===== src/rtl/sev_seg_capture.sv =====
`default_nettype none
// ============================================================================
// sev_seg_capture : samples a multiplexed 7-segment drive and rebuilds the
//                   displayed hex frame once every digit has been seen stable.
// Revision        : 1.0
// ============================================================================
module sev_seg_capture #(
  parameter int NUM_DIG    = 6,
  parameter int STABLE_CYC = 4
) (
  input  logic                 clk,
  input  logic                 rst_n,
  input  logic [NUM_DIG-1:0]   dig_sel,
  input  logic [6:0]           ss_val,
  input  logic                 err_clr,
  output logic [4*NUM_DIG-1:0] dig_val,
  output logic                 frame_vld,
  output logic                 err_pat,
  output logic                 err_sel
);

  localparam logic [7:0]         C_STABLE = 8'(STABLE_CYC);
  localparam logic [NUM_DIG-1:0] C_ALL    = {NUM_DIG{1'b1}};
  localparam logic [6:0]         C_BLANK  = 7'h7F;

  typedef enum logic [0:0] {
    ST_WAIT = 1'b0,
    ST_HELD = 1'b1
  } state_t;

  state_t               state_q, state_d;
  logic [NUM_DIG-1:0]   s_sel_q, s_sel_d;
  logic [6:0]           s_seg_q, s_seg_d;
  logic [7:0]           cnt_q, cnt_d;
  logic [NUM_DIG-1:0]   seen_q, seen_d;
  logic [4*NUM_DIG-1:0] shadow_q, shadow_d;
  logic [4*NUM_DIG-1:0] dig_val_q, dig_val_d;
  logic                 frame_vld_q, frame_vld_d;
  logic                 err_pat_q, err_pat_d;
  logic                 err_sel_q, err_sel_d;

  logic                 in_chg;
  logic                 capture;
  logic                 sel_onehot;
  logic                 sel_multi;
  logic                 seg_legal;
  logic [3:0]           seg_nib;

  // Glyph decoder on the registered pattern (active-low segments, bit0 = a).
  always_comb begin
    seg_legal = 1'b1;
    seg_nib   = 4'h0;
    case (s_seg_q)
      7'h40: seg_nib = 4'h0;
      7'h79: seg_nib = 4'h1;
      7'h24: seg_nib = 4'h2;
      7'h30: seg_nib = 4'h3;
      7'h19: seg_nib = 4'h4;
      7'h12: seg_nib = 4'h5;
      7'h02: seg_nib = 4'h6;
      7'h78: seg_nib = 4'h7;
      7'h00: seg_nib = 4'h8;
      7'h10: seg_nib = 4'h9;
      7'h08: seg_nib = 4'hA;
      7'h03: seg_nib = 4'hB;
      7'h46: seg_nib = 4'hC;
      7'h21: seg_nib = 4'hD;
      7'h06: seg_nib = 4'hE;
      7'h0E: seg_nib = 4'hF;
      default: seg_legal = 1'b0;
    endcase
  end

  always_comb begin
    sel_onehot = ($countones(s_sel_q) == 1);
    sel_multi  = ($countones(s_sel_q) > 1);
  end

  // Stability counter and capture FSM: one capture per stable period.
  always_comb begin
    s_sel_d = dig_sel;
    s_seg_d = ss_val;
    in_chg  = ({dig_sel, ss_val} != {s_sel_q, s_seg_q});

    if (in_chg) begin
      cnt_d = 8'd0;
    end else if (cnt_q == C_STABLE) begin
      cnt_d = cnt_q;
    end else begin
      cnt_d = cnt_q + 8'd1;
    end

    capture = (state_q == ST_WAIT) && (cnt_d == C_STABLE);

    state_d = state_q;
    if (in_chg) begin
      state_d = ST_WAIT;
    end else if (capture) begin
      state_d = ST_HELD;
    end
  end

  // Shadow slots collect digits; the frame is published the edge after the
  // last missing digit arrives, so dig_val never shows a partial frame.
  always_comb begin
    seen_d      = seen_q;
    shadow_d    = shadow_q;
    dig_val_d   = dig_val_q;
    frame_vld_d = 1'b0;

    if (seen_q == C_ALL) begin
      dig_val_d   = shadow_q;
      frame_vld_d = 1'b1;
      seen_d      = '0;
    end

    if (capture && sel_onehot && seg_legal) begin
      for (int i = 0; i < NUM_DIG; i++) begin
        if (s_sel_q[i]) begin
          shadow_d[4*i +: 4] = seg_nib;
        end
      end
      seen_d = seen_d | s_sel_q;
    end
  end

  // Sticky errors: a fresh error on the clearing edge takes priority.
  always_comb begin
    err_pat_d = err_clr ? 1'b0 : err_pat_q;
    err_sel_d = err_clr ? 1'b0 : err_sel_q;
    if (capture && sel_onehot && !seg_legal) begin
      err_pat_d = 1'b1;
    end
    if (capture && sel_multi) begin
      err_sel_d = 1'b1;
    end
  end

  always_ff @(posedge clk) begin
    if (!rst_n) begin
      state_q     <= ST_WAIT;
      s_sel_q     <= '0;
      s_seg_q     <= C_BLANK;
      cnt_q       <= 8'd0;
      seen_q      <= '0;
      shadow_q    <= '0;
      dig_val_q   <= '0;
      frame_vld_q <= 1'b0;
      err_pat_q   <= 1'b0;
      err_sel_q   <= 1'b0;
    end else begin
      state_q     <= state_d;
      s_sel_q     <= s_sel_d;
      s_seg_q     <= s_seg_d;
      cnt_q       <= cnt_d;
      seen_q      <= seen_d;
      shadow_q    <= shadow_d;
      dig_val_q   <= dig_val_d;
      frame_vld_q <= frame_vld_d;
      err_pat_q   <= err_pat_d;
      err_sel_q   <= err_sel_d;
    end
  end

  assign dig_val   = dig_val_q;
  assign frame_vld = frame_vld_q;
  assign err_pat   = err_pat_q;
  assign err_sel   = err_sel_q;

endmodule
`default_nettype wire


===== config.mk =====
export PLATFORM = sky130hd
export DESIGN_NAME = sev_seg_capture
export DESIGN_NICKNAME = d
export VERILOG_FILES = /design/src/rtl/sev_seg_capture.sv
export SDC_FILE = /design/constraint.sdc
export NUM_CORES = 1
export LEC_CHECK = 0
export CORE_MARGIN = 4
export CORE_UTILIZATION = 25
export DETAILED_ROUTE_END_ITERATION = 10
export REMOVE_ABC_BUFFERS = 1
export SKIP_LAST_GASP = 1
export SYNTH_ARGS = -nofsm -noshare
export SYNTH_HDL_FRONTEND = slang
export SYNTH_SLANG_ARGS = --single-unit

===== constraint.sdc =====
create_clock -name clk -period 5.12 [get_ports clk]
set_input_delay 1.024 -clock clk [delete_from_list [all_inputs] [get_ports clk]]
set_output_delay 1.024 -clock clk [all_outputs]
set_load 0.02 [all_outputs]

### After elaboration in Yosys (flattened, before gate mapping)

Cells that the tools add are included.

* flip-flop bits (word level): 79
* output and inout bits: 27
* word-level logic and storage cells: 72

* $add $sub $neg: 6
* order comparisons: 1
* equal/unequal tests: 20
* mux-type cells: 10
* bitwise operators: 3
* reductions and logical operators: 17

Operators by type and width (count)
* 4-bit one-hot mux with 15 select lines: 1
* 32-bit by 2-bit equality test with 1-bit output, second input constant: 1
* 7-bit equality test, second input constant: 4
* 7-bit by 5-bit equality test with 1-bit output, second input constant: 3
* 7-bit by 6-bit equality test with 1-bit output, second input constant: 3
* 8-bit by 3-bit equality test with 1-bit output, second input constant: 2
* 8-bit 2-to-1 mux: 2
* 16-bit OR reduction: 1
* 7-bit by 2-bit equality test with 1-bit output, second input constant: 2
* 7-bit by 4-bit equality test with 1-bit output, second input constant: 2
* 13-bit inequality test: 1
* 6-bit 2-to-1 mux: 2
* 2-bit AND reduction: 6
* 8-bit by 1-bit adder with 8-bit output, second input constant: 1
* 7-bit by 3-bit equality test with 1-bit output, second input constant: 1
* 7-bit zero test: 1
* 1-bit by 1-bit adder with 2-bit output: 3
* 6-bit equality test, second input constant: 1
* 6-bit OR: 1
* 1-bit logical AND: 5
* 1-bit 2-to-1 mux: 5
* 3-bit by 2-bit adder with 4-bit output: 1
* 4-bit by 1-bit greater-than comparator with 1-bit output, second input constant: 1
* 2-bit nonzero test: 2
* other kinds (4): 5

### Logic depth before layout (Yosys ltp)

Gate-level depths: netlist of the first run.

* depth in word-level cells: 8
* depth in mapped cells: 11

### Least setup slack after synthesis of the first run

Ideal clock, no wire load.

* kind: register to register
* start: register s_sel_q[0]
* end: register shadow_q[1]
* setup time: 0.074 ns
* arrival: 2.870 ns
* required time: 5.046 ns
* setup slack: 2.176 ns
* stages on the path, launching flop included: 12
* buffers on the path: 1
* period minus slack after synthesis: 2.944 ns
* path through: dfxtp_1 > inv_1 > fa_1 > fa_1 > inv_1 > ha_1 > fa_1 > nor2_1 > and3_1 > and4_1 > buf_4 > mux2i_1

* word-level cells in the longest chain between the ends: 7
* elaborated cells between the ends (all ways): 11
* classes of those cells: add/sub: 3; eq/ne: 3; mux: 1; reduce/logical: 4

Ends and longest elaborated chain
* start: declaration: RTL line 32 `logic [NUM_DIG-1:0] s_sel_q, s_sel_d;`
* start signal: assignment: RTL line 153 `s_sel_q <= s_sel_d;`
* 1-bit by 1-bit adder with 2-bit output (not written as such) / 13-bit inequality test (equally long branches): RTL line 75, 83
* 2-bit by 2-bit adder with 3-bit output (not written as such) / 8-bit 2-to-1 mux (equally long branches): RTL line 75, 85
* 3-bit by 2-bit adder with 4-bit output (not written as such) / 8-bit by 3-bit equality test with 1-bit output (equally long branches): RTL line 75, 93
* 32-bit by 2-bit equality test with 1-bit output / 1-bit logical AND (equally long branches): RTL line 75, 93
* 1-bit logical AND (2 in series): RTL line 117 `if (capture && sel_onehot && seg_legal) begin`
* 2-bit AND reduction (no source line) *
* end signal: assignment: RTL line 157 `shadow_q <= shadow_d;`
* end: declaration: RTL line 36 `logic [4*NUM_DIG-1:0] shadow_q, shadow_d;`

Every way passes the cells marked *; elsewhere a longest branch is shown, timed or not.
A chain may end at the register's enable or synchronous reset.

### Worst setup path after layout of the first run

* start: register s_sel_q[0]
* end: register shadow_q[3]

The elaborated chain is that of the path after synthesis.

==> summary.md, run 1 <==
| Metric | Value |
|---|---|
| Skew-Pair Late Insertion Delay | 0.33 ns |
| RePlAce Congestion | 0.747 |
| Synthesized flop and latch total | 79 |
| Top-count cell post-synth | nand2_1 |
| Clock sink count | 79 |
| Rel. slew slack | 34.2% |
| Worst-margin pin slew | 0.987 ns |
| Final setup viols | 0 |
| Fmax | 311 MHz |
| Synthesized area | 3590 um^2 |
| Endpoint class of the critical path | flop |
| Grt total ovfl | 0 |
| Post-CTS setup buffer count | 0 |
| Share of flip-flops with an asynchronous set or reset | 0% |
| Pwr Total | 1290 uW |
| Max rail drop VDD | 0.172 mV |
| Die H | 128 um |
| Drt pass-1 iters | 5 |
| Starting density of the core | 25.7% |
| Final Hold Viols | 0 |
| Fin area | 4420 um^2 |
| R2R depth | 10 |
| Initial antenna violation count | 0 |
| Ant diodes | 0 |
| Core Area | 14000 um^2 |
| Number of library cell types mapped by synthesis | 51 |
| Fillcell total | 1482 |
| Final period utilization | 62.9% |
| Number of synthesized flops with an enable pin | 0 |
| Final net count | 453 |
| Synth top cells by count | nand2_1 (91), dfxtp_1 (79), a21boi_0 (27) |
| Slew Viols, Final | 0 |
| Combinational power share | 5.5% |
| Port bufs | 42 |
| Clock power share | 45.5% |
| Setup tns final | 0 ns |
| Post-Route WL | 7520 um |
| Post-synthesis cell count | 401 |
| Class of the worst hold path | reg2reg |
| Clock Skews | 0.00587 ns |
| Pwr Density | 292 nW/um^2 |
| Placed wire-length estimate | 5330 um |
| H-tree Lvls | 3 |
| Critical path launch point type | flop |
| Unrepaired setup endpoints after global routing | no |
| Status | finished clean |
| Root buffer cell | clkbuf_16 |
| CTS Hold Bufs | 0 |
| Vias in the first global route | 2721 |
| Die X | 128 um |
| Synth Warn # | 0 |
| Synth top area cells | dfxtp_1 (44%), nand2_1 (9.5%), mux2i_1 (6.7%) |
| Multi-input logic area | 1870 um^2 |
| Worst-path clk slew | 0.06 ns |
| Fraction of layout cells with a size suffix above 1 | 6.65% |
| P&R area growth vs syn | 23.2% |
| Sw Pwr | 305 uW |
| Antenna-violating nets left | 0 |
| Synth top area share | 44.1% |
| Area after DPL | 4150 um^2 |
| Critical path required time | 5.38 ns |
| # DRC | 0 |
| Dominant synthesized flop cell | dfxtp_1 |
| Avg Vias per Cell | 4.43 |
| # IOs | 43 |
| Via count | 2728 |
| Sw Ratio | 23.6% |
| Crit-path max FO | 8 |
| Final min period | 3.22 ns |
| Critical path class | reg2reg |
| Mapped Avg Cell Area | 8.95 um^2 |
| Initial DRC Count | 114 |
| Worst hold stages | 2 |
| Total track usage | 9.92% |
| Pleak | 0.00167 uW |
| Pin count of the biggest net entering global routing | 61 |
| Flop pwr share | 49.0% |
| FP Rows | 43 |
| Register area share after synthesis | 44.1% |
| Drt wl/cell | 12.2 um |
| Die ar. | 16300 um^2 |
| Max Cap Viol | 0 |
| First-pass GRT wire length | 13200 um |
| Cell-internal power | 988 uW |
| TritonCTS buffer count | 9 |
| Register area | 1580 um^2 |
| Clock Path Buffers | 2 |
| Arrival @ worst endpoint | 3.48 ns |
| CTS resizes | 0 |
| CTS tree | built |
| Yosys top cell by area | dfxtp_1 |
logic make-up (layout without fill, tap and decap cells):
logic type	count (synthesis)	count (layout)	share of synthesized area (%)
AND/OR/NAND/NOR	179	179	25.7
flip-flops	79	79	44.1
AO/OA/AOI/OAI	54	54	11.1
buffers and inverters	36	71	4.11
multiplexers	24	24	6.69
XOR/XNOR	23	23	5.61
adder cells (fa/ha/maj)	6	6	2.72
metal layers:
metal  GRT usage [%]  share of wire [%]  vias to the layer above
met4            3.68                1.2                        0
met5               0                  0                        -
met3            3.21                5.1                        8
li1                -                  -                     1408
met1            12.6                 49                     1264
met2            15.7                 45                       48
area by class of cell:
class	instances	area share [%]
clock buffer	10	5.18
sequential	79	35.8
tap	180	5.09
clock inverter	6	1.02
multi-input combinational	286	42.2
timing repair buffer	45	9.90
inverter	10	0.849
metrics by stage:
step | instances | setup WS [ns] | hold slack, ns | util [%]
after floorplan | 375 | 2.05 | 0.431 | -
after global routing | 616 | 1.65 | 0.482 | 31.6
after detailed placement | 600 | 1.87 | 0.447 | 29.7
final | 616 | 1.90 | 0.452 | 31.6
after CTS | 616 | 1.89 | 0.455 | 31.6
after global placement | 600 | 1.94 | 0.438 | 29.7
flip-flops by register name (all words and copies together), names as in the netlist:
register and count:
cnt_q 8, dig_val 24, err_pat 1, err_sel 1
frame_vld 1, s_seg_q 7, s_sel_q 6, seen_q 6
shadow_q 24, state_q 1
critical path, cell delays in order, from the launching register on:
cell,delay [ns]
dfxtp_1,0.38
inv_1,0.08
fa_1,0.49
fa_1,0.49
inv_1,0.04
ha_1,0.18
fa_1,0.43
nor2_1,0.30
and3_1,0.21
and4_1,0.34
mux2i_1,0.22
cells in the final DEF, fill, tap and decap left out, types with 2 or more instances in the layout:
| cell type | count |
|---|---|
| nand3b_1 | 2 |
| nand4_1 | 3 |
| ha_1 | 3 |
| clkdlybuf4s50_1 | 41 |
| and3_1 | 9 |
| nor3_1 | 2 |
| xnor2_1 | 10 |
| nand2b_1 | 14 |
| a211oi_1 | 2 |
| clkbuf_16 | 9 |
| a21oi_1 | 4 |
| nor4_1 | 3 |
| xor2_1 | 13 |
| clkinvlp_4 | 3 |
| nor4bb_1 | 2 |
| a21boi_0 | 27 |
| nand4b_1 | 2 |
| mux2i_1 | 24 |
| o31ai_1 | 2 |
| or3_1 | 3 |
| nor3b_1 | 3 |
| nor2_1 | 14 |
| o21ai_0 | 4 |
| buf_4 | 3 |
| inv_1 | 10 |
| and4_1 | 2 |
| nand4_2 | 5 |
| a22oi_1 | 2 |
| inv_6 | 2 |
| dfxtp_1 | 79 |
| a21boi_1 | 5 |
| nand2_1 | 91 |
| fa_1 | 3 |
| nand3_1 | 6 |
| and2_1 | 9 |
power by group through the flow:
| stage | sequential, uW | combinational [uW] | clock, uW |
|---|---|---|---|
| detailed placement | 647 | 70.9 | 0 |
| global route | 635 | 80.3 | 632 |
| floorplan | 643 | 42.5 | 0 |
| global placement | 646 | 68.8 | 0 |
| finish | 634 | 70.6 | 588 |
| CTS | 633 | 71.0 | 607 |
path summary, 6_finish.rpt:
check / start / end / slack, ns
worst min-delay path: seen_q[4]$_SDFF_PN0_ / seen_q[4]$_SDFF_PN0_ / 0.45
worst min register to register: seen_q[4]$_SDFF_PN0_ / seen_q[4]$_SDFF_PN0_ / 0.45
worst max-delay path: s_sel_q[0]$_SDFF_PN0_ / shadow_q[3]$_SDFFE_PN0P_ / 1.90
worst max register to register: s_sel_q[0]$_SDFF_PN0_ / shadow_q[3]$_SDFFE_PN0P_ / 1.90
Note: power is estimated with default switching activity, not from simulation.
==> inputs of run 2 (changes only) <==
- clock period: 5.12 -> 2.7 ns (I/O delays scaled with it)
==> run 2 against run 1 <==
Net effect:
- the run now ends with setup timing left
- wire length rose by 1.7%
- sequential cell count is the same
- critical path depth rose by 1
- die area did not move
- combinational power is 150% higher
- final cell count up 1.8%
- fmax increased by 10%
- sequential power grew 89%
- count of clock-buffer cells in the layout fell by 1
- highest routed layer unchanged
==> summary.md, run 2 (synthesis results as in run 1) <==
| Metric | Value |
|---|---|
| Pwr Total | 2550 uW |
| Starting density of the core | 25.7% |
| CP max-delay cell | fa_1 |
| Root buffer cell | clkbuf_16 |
| Pleak | 0.00176 uW |
| Critical path required time | 2.91 ns |
| Final setup viols | 32 |
| Max Cap Viol | 0 |
| Post-CTS setup buffer count | 0 |
| Violated checks | setup timing |
| Commonest non-fill, non-tap cells in the layout | nand2_1 (91), dfxtp_1 (77), clkdlybuf4s50_1 (41) |
| Total track usage | 9.99% |
| Endpoint class of the critical path | flop |
| # IOs | 43 |
| Crit-path cells | inv_2, fa_1, fa_1, inv_1, ha_2, fa_1, nor2_2, buf_6, and3_1, nand4_4, mux2i_1 |
| Avg Vias per Cell | 4.40 |
| Skew-Pair Late Insertion Delay | 0.33 ns |
| Die H | 128 um |
| Port bufs | 42 |
| CP max stage delay | 0.49 ns |
| Die ar. | 16300 um^2 |
| Critical path class | reg2reg |
| RePlAce Congestion | 0.769 |
| Slew Viols, Final | 0 |
| Drt wl/cell | 12.2 um |
| Max rail drop VDD | 0.336 mV |
| Most common cell after layout, fill and taps aside | nand2_1 |
| Drt pass-1 iters | 4 |
| Final min period | 2.92 ns |
| Core Area | 14000 um^2 |
| Cell mode on critical path | fa_1 |
| Die X | 128 um |
| Clock Skews | 0.00607 ns |
| Arrival @ worst endpoint | 3.12 ns |
| Worst-path clk slew | 0.06 ns |
| CTS tree | built |
| Pwr Density | 556 nW/um^2 |
| Final net count | 464 |
| Worst setup margin | -0.215 ns |
| Unrepaired setup endpoints after global routing | yes |
| Critical path launch point type | flop |
| Rel. slew slack | 55.5% |
| Fraction of layout cells with a size suffix above 1 | 11.9% |
| Final Hold Viols | 0 |
| TritonCTS buffer count | 9 |
| Vias in the first global route | 2681 |
| Ant diodes | 0 |
| Pin count of the biggest net entering global routing | 58 |
| Fmax | 343 MHz |
| Clock Path Buffers | 2 |
| Initial antenna violation count | 0 |
| Status | complete, but fails checks |
| Worst-margin pin slew | 0.666 ns |
| Final period utilization | 108% |
| H-tree Lvls | 3 |
| Clock sink count | 79 |
| Crit-path max FO | 5 |
| Setup tns final | -5.35 ns |
| Class of the worst hold path | reg2reg |
| # DRC | 0 |
| Antenna-violating nets left | 0 |
| Via count | 2756 |
| Grt total ovfl | 0 |
| Initial DRC Count | 166 |
| P&R area growth vs syn | 28.0% |
| FP Rows | 43 |
| Placed wire-length estimate | 5500 um |
| Post-Route WL | 7650 um |
| First-pass GRT wire length | 13300 um |
| CTS Hold Bufs | 0 |
run 2: cell count changes in the layout (fill, tap and decap cells not counted), moves of 3 or more:
cell      delta
buf_4       +10
nand4_2      -4
nand4_4      +4
a21boi_2     +3
and3_1       -3
and3_4       +3
run 2: worst max-delay path, delay by kind of cell, from the launching register on:
family | cells | cell delay, ns
buffers and inverters | 3 | 0.21
flip-flops | 1 | 0.33
multiplexers | 1 | 0.16
adder cells (fa/ha/maj) | 4 | 1.58
AND/OR/NAND/NOR | 3 | 0.50
run 2: cell type report:
class,instances,area [um^2]
clock buffers,9,225
clock inverters,7,63.8
fillers,1455,9390
inverters,10,37.5
multi-input cells,286,1930
flip-flops and latches,79,1580
well taps,180,225
repair buffers,56,524
run 2: final timing paths:
check	startpoint	endpoint	cells past startpoint	slack, ns
setup reg to reg	s_sel_q[3]$_SDFF_PN0_	shadow_q[19]$_SDFFE_PN0P_	11	-0.22
hold reg to reg	seen_q[1]$_SDFF_PN0_	seen_q[1]$_SDFF_PN0_	2	0.45
hold / removal	seen_q[1]$_SDFF_PN0_	seen_q[1]$_SDFF_PN0_	2	0.45
setup / recovery	s_sel_q[3]$_SDFF_PN0_	shadow_q[19]$_SDFFE_PN0P_	11	-0.22
run 2: per-stage QoR:
stage	hold WS [ns]	setup WS (ns)	util, %	area [um^2]	std cells
floorplan	0.431	-0.278	-	3480	375
global placement	0.438	-0.247	30.2	4230	611
detailed placement	0.444	-0.338	30.2	4230	611
CTS	0.453	-0.221	32.8	4580	627
global route	0.480	-0.346	32.8	4590	627
finish	0.452	-0.215	32.8	4590	627
run 2: repair_timing:
item / in CTS / in global routing
endpoints found under the setup margin: 32 / 32
pin swaps: 11 / 2
resized for setup: 17 / 3
run 2: metal layers:
layer	vias up	wire, um	global-route usage (%)
met1	1259	3720	13.1
met3	8	360	3.21
met5	-	0	0
met2	56	3500	15.8
li1	1433	-	-
met4	0	78	2.81
run 2: report_power, final:
group          leakage, uW  internal (uW)  total [uW]  switching, uW
clock             0.000137            646        1180            537
combinational     0.000981           94.2         173           78.7
sequential        0.000640           1180        1200           23.0
total              0.00176           1920        2550            638
==> inputs of run 3 (changes only) <==
- TNS_END_PERCENT: default -> 30
==> run 3 against run 2 <==
Net effect:
- the flow still finishes with violations (setup timing)
- register-to-register slack barely moved
- clock skew barely moved
- combinational power barely moved
- sequential cell count did not move
- global-route usage barely moved
- design area fell by 0.25%
- die area did not move
- wire length rose by 0.13%
- first-iteration DRC count fell by 3.6%
- worst hold slack got worse by 0.00053 ns
- power barely moved
==> summary.md, run 3 (synthesis results as in run 1) <==
| Metric | Value |
|---|---|
| Fraction of layout cells with a size suffix above 1 | 11.2% |
| Critical path launch point type | flop |
| Avg Vias per Cell | 4.39 |
| Multi-input logic area | 1920 um^2 |
| Port bufs | 42 |
| P&R area growth vs syn | 27.7% |
| Crit-path cells | inv_2, fa_1, fa_1, inv_1, ha_2, fa_1, nor2_2, buf_6, and3_4, nand4_4, mux2i_1 |
| Die X | 128 um |
| Total track usage | 9.96% |
| Endpoint class of the critical path | flop |
| Critical path class | reg2reg |
| Placed wire-length estimate | 5500 um |
| First-pass GRT wire length | 13200 um |
| Antenna-violating nets left | 0 |
| Most common cell after layout, fill and taps aside | nand2_1 |
| Arrival @ worst endpoint | 3.12 ns |
| Final min period | 2.91 ns |
| Pwr Total | 2550 uW |
| Max rail drop VDD | 0.336 mV |
| Register area | 1580 um^2 |
| Final Hold Viols | 0 |
| Initial antenna violation count | 0 |
| Final period utilization | 108% |
| Clock sink count | 79 |
| Crit-path leading delay family | adder cells |
| Vias in the first global route | 2674 |
| Final net count | 464 |
| Cell mode on critical path | fa_1 |
| Hold slack final | 0.451 ns |
| Pleak | 0.00176 uW |
| CP max stage delay | 0.49 ns |
| Drt wl/cell | 12.2 um |
| Clock Path Buffers | 2 |
| Slew Viols, Final | 0 |
| R2R setup slack | -0.21 ns |
| Via count | 2750 |
| Initial DRC Count | 160 |
| CTS Hold Bufs | 0 |
| RePlAce Congestion | 0.769 |
| Post-Route WL | 7660 um |
| Core Area | 14000 um^2 |
| Unrepaired setup endpoints after global routing | yes |
| H-tree Lvls | 3 |
| CP Buf/Inv Count | 3 |
| Worst-margin pin slew | 0.677 ns |
| # DRC | 0 |
| FP Rows | 43 |
| Root buffer cell | clkbuf_16 |
| CP max-delay cell | fa_1 |
| Drt pass-1 iters | 4 |
| CTS tree | built |
| Skew-Pair Late Insertion Delay | 0.33 ns |
| Die H | 128 um |
| Status | complete, but fails checks |
| Final setup viols | 32 |
| Pin count of the biggest net entering global routing | 58 |
| Class of the worst hold path | reg2reg |
| Critical path required time | 2.91 ns |
| Fmax | 343 MHz |
| # IOs | 43 |
| Rel. slew slack | 54.7% |
| Max Cap Viol | 0 |
| Violated checks | setup timing |
| Starting density of the core | 25.7% |
| Worst-path clk slew | 0.06 ns |
| Commonest non-fill, non-tap cells in the layout | nand2_1 (91), dfxtp_1 (77), clkdlybuf4s50_1 (41) |
| Crit-path max FO | 5 |
| Die ar. | 16300 um^2 |
| Clock Skews | 0.00580 ns |
| Worst setup margin | -0.212 ns |
| Fillcell total | 1457 |
| Grt total ovfl | 0 |
| Pwr Density | 557 nW/um^2 |
| TritonCTS buffer count | 9 |
| Ant diodes | 0 |
run 3: changes by cell type in the layout (fill, tap and decap cells not counted):
cell,previous run,this run
a21boi_0,25,27
a21boi_1,4,5
a21boi_2,3,0
run 3: area by class of cell:
class / instances / share of cell area, %
inverter: 10 / 0.819
multi-input combinational: 286 / 42.0
clock buffer: 9 / 4.91
timing repair buffer: 56 / 11.4
clock inverter: 7 / 1.39
tap: 180 / 4.91
sequential: 79 / 34.6
run 3: worst paths after layout:
kind	endpoint	depth (start not counted)	start
worst max-delay path	shadow_q[12]$_SDFFE_PN0P_	11	s_sel_q[3]$_SDFF_PN0_
worst min-delay path	seen_q[1]$_SDFF_PN0_	2	seen_q[1]$_SDFF_PN0_
worst max register to register	shadow_q[12]$_SDFFE_PN0P_	11	s_sel_q[3]$_SDFF_PN0_
worst min register to register	seen_q[1]$_SDFF_PN0_	2	seen_q[1]$_SDFF_PN0_
run 3: power by group:
group | switching (uW) | leakage (uW) | total (uW) | internal, uW
sequential | 23.0 | 0.000640 | 1200 | 1180
clock | 536 | 0.000137 | 1180 | 646
combinational | 78.5 | 0.000979 | 172 | 93.7
total | 638 | 0.00176 | 2550 | 1910
run 3: metal layers:
metal	global-route usage (%)	vias to the layer above	share of wire (%)
met2	15.8	53	45
met3	3.21	8	4.6
met4	2.81	0	1.0
met1	13.0	1255	49
met5	0	-	0
li1	-	1434	-
run 3: repair_timing:
action,CTS,global route
pin swaps,5,0
resized for setup,15,0
buffers inserted,0,0
setup endpoints to repair,32,32
run 3: through the flow:
stage	setup WS [ns]	utilization (%)	cell area (um^2)	TNS (ns)	cells
after floorplan	-0.278	-	3480	-6.62	375
after global placement	-0.247	30.2	4230	-6.56	611
after detailed placement	-0.338	30.2	4230	-8.92	611
after CTS	-0.221	32.8	4580	-5.69	627
after global routing	-0.348	32.8	4580	-9.71	627
final	-0.212	32.8	4580	-5.36	627
run 3: tightest hold or removal path, cell delays in order (launching register included):
cell	delay [ns]
dfxtp_1	0.31
nand2_1	0.05
a21boi_1	0.05
